==> src/rtl/flipper_trig_arbiter.sv <==
// flipper_trig_arbiter
//   Shares one sin/cos ROM between the left and right flipper tip
//   calculators. Each side posts a one-cycle request carrying its angle.
//   A round-robin arbiter grants one side, reads cos/sin for its angle and
//   turns them into tip coordinates around that side's pivot.
//
// Ports
//   clk, reset            clock, asynchronous active-high reset
//   req_l/alpha_l         left request pulse and angle in degrees (0..127, clamped to 90)
//   req_r/alpha_r         right request pulse and angle in degrees
//   rom_addr              angle index to the shared ROM (registered)
//   rom_cos/rom_sin       ROM data *1024, valid one clock after rom_addr
//   X_l/Y_l, X_r/Y_r      registered tip coordinates
//   done_l/done_r         one-cycle pulse when that side's coordinates update
//   busy                  transaction in flight (FSM not idle)
module flipper_trig_arbiter #(
  parameter int XC_L   = 185,
  parameter int XC_R   = 455,
  parameter int YC     = 400,
  parameter int R      = 80,
  parameter int RST_XL = 234,
  parameter int RST_XR = 406,
  parameter int RST_Y  = 463
) (
  input  logic        clk,
  input  logic        reset,
  input  logic        req_l,
  input  logic [6:0]  alpha_l,
  input  logic        req_r,
  input  logic [6:0]  alpha_r,
  output logic [6:0]  rom_addr,
  input  logic [10:0] rom_cos,
  input  logic [10:0] rom_sin,
  output logic [10:0] X_l,
  output logic [10:0] Y_l,
  output logic [10:0] X_r,
  output logic [10:0] Y_r,
  output logic        done_l,
  output logic        done_r,
  output logic        busy
);

  typedef enum logic [1:0] {IDLE, READ, CALC, WRITE} state_t;

  localparam logic [16:0] R17    = 17'(R);
  localparam logic [10:0] XCL11  = 11'(XC_L);
  localparam logic [10:0] XCR11  = 11'(XC_R);
  localparam logic [10:0] YC11   = 11'(YC);
  localparam logic [10:0] RSTXL  = 11'(RST_XL);
  localparam logic [10:0] RSTXR  = 11'(RST_XR);
  localparam logic [10:0] RSTY   = 11'(RST_Y);
  localparam logic [6:0]  AMAX   = 7'd90;

  state_t      state_q, state_d;
  logic        pend_l_q, pend_l_d, pend_r_q, pend_r_d;
  logic [6:0]  alpha_l_q, alpha_l_d, alpha_r_q, alpha_r_d;
  logic        last_r_q, last_r_d;   // 1: right was served last
  logic        gnt_r_q, gnt_r_d;     // side owning the current transaction
  logic [6:0]  rom_addr_q, rom_addr_d;
  logic [10:0] xl_q, xl_d, yl_q, yl_d, xr_q, xr_d, yr_q, yr_d;
  logic        done_l_q, done_l_d, done_r_q, done_r_d;

  logic [6:0]  alpha_l_c, alpha_r_c;
  logic        sel_r;
  logic [16:0] pc, ps;
  logic [10:0] pc_sh, ps_sh;

  assign alpha_l_c = (alpha_l > AMAX) ? AMAX : alpha_l;
  assign alpha_r_c = (alpha_r > AMAX) ? AMAX : alpha_r;

  // On a tie the side that was not served last wins; reset leaves
  // "right" as last so the left side goes first.
  assign sel_r = pend_r_q && (!pend_l_q || !last_r_q);

  // The 17-bit products are captured straight into the coordinate
  // registers at the CALC->WRITE edge, so the coordinates and the done
  // pulse appear together in the WRITE cycle.
  assign pc    = R17 * {6'd0, rom_cos};
  assign ps    = R17 * {6'd0, rom_sin};
  assign pc_sh = 11'(pc >> 10);
  assign ps_sh = 11'(ps >> 10);

  always_comb begin
    state_d    = state_q;
    pend_l_d   = pend_l_q;
    pend_r_d   = pend_r_q;
    alpha_l_d  = alpha_l_q;
    alpha_r_d  = alpha_r_q;
    last_r_d   = last_r_q;
    gnt_r_d    = gnt_r_q;
    rom_addr_d = rom_addr_q;
    xl_d       = xl_q;
    yl_d       = yl_q;
    xr_d       = xr_q;
    yr_d       = yr_q;
    done_l_d   = 1'b0;
    done_r_d   = 1'b0;

    case (state_q)
      IDLE: begin
        if (pend_l_q || pend_r_q) begin
          state_d    = READ;
          gnt_r_d    = sel_r;
          last_r_d   = sel_r;
          rom_addr_d = sel_r ? alpha_r_q : alpha_l_q;
          if (sel_r) pend_r_d = 1'b0;
          else       pend_l_d = 1'b0;
        end
      end
      READ: state_d = CALC;
      CALC: begin
        state_d = WRITE;
        if (gnt_r_q) begin
          xr_d     = XCR11 - pc_sh;
          yr_d     = YC11 + ps_sh;
          done_r_d = 1'b1;
        end else begin
          xl_d     = XCL11 + pc_sh;
          yl_d     = YC11 + ps_sh;
          done_l_d = 1'b1;
        end
      end
      WRITE: state_d = IDLE;
      default: state_d = IDLE;
    endcase

    // A new pulse always wins over the grant's clear, so a request
    // landing on its own grant stays pending with the fresh angle.
    if (req_l) begin
      pend_l_d  = 1'b1;
      alpha_l_d = alpha_l_c;
    end
    if (req_r) begin
      pend_r_d  = 1'b1;
      alpha_r_d = alpha_r_c;
    end
  end

  always_ff @(posedge clk or posedge reset) begin
    if (reset) begin
      state_q    <= IDLE;
      pend_l_q   <= 1'b0;
      pend_r_q   <= 1'b0;
      alpha_l_q  <= 7'd0;
      alpha_r_q  <= 7'd0;
      last_r_q   <= 1'b1;
      gnt_r_q    <= 1'b0;
      rom_addr_q <= 7'd0;
      xl_q       <= RSTXL;
      yl_q       <= RSTY;
      xr_q       <= RSTXR;
      yr_q       <= RSTY;
      done_l_q   <= 1'b0;
      done_r_q   <= 1'b0;
    end else begin
      state_q    <= state_d;
      pend_l_q   <= pend_l_d;
      pend_r_q   <= pend_r_d;
      alpha_l_q  <= alpha_l_d;
      alpha_r_q  <= alpha_r_d;
      last_r_q   <= last_r_d;
      gnt_r_q    <= gnt_r_d;
      rom_addr_q <= rom_addr_d;
      xl_q       <= xl_d;
      yl_q       <= yl_d;
      xr_q       <= xr_d;
      yr_q       <= yr_d;
      done_l_q   <= done_l_d;
      done_r_q   <= done_r_d;
    end
  end

  assign rom_addr = rom_addr_q;
  assign X_l      = xl_q;
  assign Y_l      = yl_q;
  assign X_r      = xr_q;
  assign Y_r      = yr_q;
  assign done_l   = done_l_q;
  assign done_r   = done_r_q;
  assign busy     = (state_q != IDLE);

endmodule

==> config.mk <==
export PLATFORM = sky130hd
export DESIGN_NAME = flipper_trig_arbiter
export DESIGN_NICKNAME = d
export VERILOG_FILES = /design/src/rtl/flipper_trig_arbiter.sv
export SDC_FILE = /design/constraint.sdc
export NUM_CORES = 1
export LEC_CHECK = 0
export CAP_MARGIN = 0
export CORE_MARGIN = 2
export CORE_UTILIZATION = 50
export CTS_CLUSTER_SIZE = 40
export DETAILED_ROUTE_END_ITERATION = 10
export MAX_ROUTING_LAYER = met4
export PLACE_DENSITY = 0.93
export SYNTH_ARGS = -nofsm -noshare
export SYNTH_HDL_FRONTEND = slang
export SYNTH_SLANG_ARGS = --single-unit
==> constraint.sdc <==
create_clock -name clk -period 2.2 [get_ports clk]
set_clock_uncertainty 0.1 [all_clocks]
set_input_delay 0.33 -clock clk [delete_from_list [all_inputs] [get_ports clk]]
set_output_delay 0.33 -clock clk [all_outputs]
set_load 0.01 [all_outputs]
==> impl_results.md <==
- Status: complete, but fails checks
- Violated checks: negative setup slack
- Antenna Nets Post-Route: 0
- Fraction of layout cells with a size suffix above 1: between 40% and 50%
- Pins Over Slew Limit: 0
- Core area: ~7300 um^2
- Post-synth top area share: 27.6%
- Setup violators final: 15
- Max-cap viol count: 0
- CTS tree: built
- Pwr per Cell Area: 1170 nW/um^2
- Arrival time worst endpoint: 2580 ps
- Die height: slightly above 90 um
- Placed Area: between 5000 and 6000 um^2
- Seq cells post-synth: 66
- Reg2Reg Depth: 5
- Vias: 3755
- H-tree depth: 3
- Clock sinks: 66
- ANT cells: 0
- FMAX: 414 MHz
- Crit Reg-Reg Endpoint: rom_addr[1]
- Via density: 6.01
- Tmin final: 2420 ps
- Clk slew on worst S/H paths: 70 ps
- Async S/R FF share, synth: 100%
- Vias in the first global route: between 3000 and 4000
- # rows: 31
- RePlAce Congestion: 0.900
- Post-synth EDFFs: 0
- Area contributors post-synth: dfrtp_1 28%, dfstp_2 17%, ha_1 13%, nand2_1 4.9%, a21oi_1 2.9%
- Drt drc: 0
- DPL Wire Length: 7430 um
- Antenna violations before repair: 0
- Drt pass-1 iters: 5
- Netlist Area Pre-Place: 3810 um^2
- RSZ-0062 raised after global routing: true
- Drt initial violations: 259
- Leak pwr: between 2 and 3 nW
- Gr usage total: 31.3%
- First-pass GRT wire length: 19700 um
- Synth Flop Type: dfrtp_1
- Setup TNS: -1780 ps
- Post-route cell area: 6100 um^2
- Worst setup margin: -218 ps
- Area Overhead vs Synth: 60.0%
- Post-Syn Area per Cell: between 10 and 15 um^2
- Initial Utilization: 52.0%
- Final Net Count: 600
- Startpoint Class: primary input
- Worst r2r src: state_q[0]
- Post-CTS Hold Fix Bufs: 0
- Commonest non-fill, non-tap cell in the layout: buf_4
- Gr ovfl total: 0
- Reg2Reg Setup Slack: 410 ps
- Worst VDD drop: 0.000701 V
- Tcrit/Tclk final: 110%
- Clock Tree Buf Depth: 2
- Library cells used by synthesis: between 50 and 60
- I/O pin cnt: 94
- Routed WL per cell: 23.5 um
- Largest net degree at the start of global routing: 40
- Rel. slew slack: between 40% and 50%
- Yosys top cell by area: dfrtp_1
- CP Class: primary input to flip-flop
- Final wirelength: between 10000 and 15000 um
- Final Hold Fails: 0
- Die W: 91.3 um
- TritonCTS buffer count: 9
- Cells after Synth: 363
- Die area: 8340 um^2
- CTS Root Cell: clkbuf_8
- Endpoint class of the critical path: flip-flop
- PortBufs: 86
- Worst slew pin tran: approximately 780 ps
- Most frequent cells in the layout: 69 x buf_4, 66 x clkdlybuf4s50_1, 44 x nand2_1, 42 x dfrtp_1, 30 x ha_4
- Fillers: 329
- Seq/Total Area, Yosys: between 40% and 50%
- WHS: between 100 and 150 ps
- Clk Latency, worst-skew pair: between 300 and 400 ps
- Required time of the critical path: 2370 ps
- Hold Crit Class: primary input to asynchronous set/reset pin
- Synthesis warning total: 0
- Maximum fanout along the worst path: 5
-- repair_timing --
item                       4_1_cts  5_1_grt
setup buffers                   13        3
resized for setup              114       36
pin swaps                       39       35
setup endpoints to repair       29       23
-- per-layer routing --
layer | wire length [um] | vias up | track usage (%)
li1 | - | 1578 | -
met1 | 5160 | 1805 | 35.0
met2 | 7330 | 260 | 53.8
met3 | 1050 | 112 | 6.22
met4 | 1160 | 0 | 15.2
met5 | 0 | - | -
-- metrics by stage --
| step | util, % | cells | setup WS [ps] | power (mW) |
|---|---|---|---|---|
| floorplan | - | 368 | -417 | 3.67 |
| global placement | 74.1 | 593 | -925 | 5.05 |
| CTS | 81.0 | 622 | -166 | 6.54 |
| finish | 83.2 | 625 | -218 | 7.11 |
| global route | 83.2 | 625 | -290 | 7.38 |
| detailed placement | 74.1 | 593 | -998 | 5.22 |
-- synth_stat cells, drive strengths merged, types with 2 or more instances --
master	instances
nand2	50
dfrtp	42
ha	39
o21ai	28
inv	25
dfstp	24
a21oi	23
nor2	18
xor2	13
xnor2	12
buf	10
clkbuf	8
mux2	8
a222oi	7
a21o	6
o22ai	6
a31oi	4
and3	3
o211a	3
o21bai	3
a211oi	2
a221oi	2
conb	2
nand2b	2
nor2b	2
o21a	2
o221ai	2
-- report_power, final --
| part | internal (mW) | switching, mW | leakage, nW |
|---|---|---|---|
| registers | 1.86 | 0.391 | 0.758 |
| logic | 1.83 | 1.88 | 1.85 |
| clock network | 0.637 | 0.507 | 0.0995 |
-- cells by family (layout without fill, tap and decap cells) --
kind of cell             Yosys count  after routing  share of synthesized area [%]
AO/OA/AOI/OAI                     96             96                           19.2
XOR/XNOR                          25             25                           6.33
adder cells (fa/ha/maj)           39             39                           12.8
buffers and inverters             43            201                           5.35
flip-flops                        66             66                           44.1
multiplexers                       9              9                           2.63
other                              2              7                          0.197
AND/OR/NAND/NOR                   83             83                           9.39
-- flip-flops by register name, indices dropped and copies added, names as in the netlist --
register	count
alpha_r_q	7
done_r	1
rom_addr	7
state_q	2
X_r	8
pend_l_q	1
gnt_r_q	1
Y_l	10
alpha_l_q	7
last_r_q	1
Y_r	10
X_l	9
done_l	1
pend_r_q	1
-- worst max-delay path, stage by stage --
cell and delay (ps):
buf_8 110, ha_4 240, ha_4 270, a21o_1 210
a311oi_2 330, o221ai_2 160, inv_1 110, ha_2 220
nand2_2 70, o31ai_4 260, xnor2_1 170, o21ai_1 90
-- how the worst max path moves through the flow --
stage | end | slack, ps | startpoint
6_report | X_l[5] | -220 | rom_cos[7]
3_3_place_gp | Y_r[6] | -930 | rom_sin[4]
5_1_grt | X_l[5] | -290 | rom_cos[7]
2_1_floorplan | X_l[5] | -420 | rom_cos[5]
4_1_cts | Y_r[6] | -170 | rom_sin[4]
3_5_place_dp | Y_r[6] | -1000 | rom_sin[4]
-- cell type report --
type | count | area [um^2] | area share, %
multi-input cells | 259 | 2560 | 42.0
clock buffers | 11 | 131 | 2.15
repair buffers | 160 | 1430 | 23.4
clock inverters | 5 | 80.1 | 1.31
flip-flops and latches | 66 | 1680 | 27.6
well taps | 99 | 124 | 2.03
inverters | 25 | 93.8 | 1.54
(Power assumes the default switching activity.)
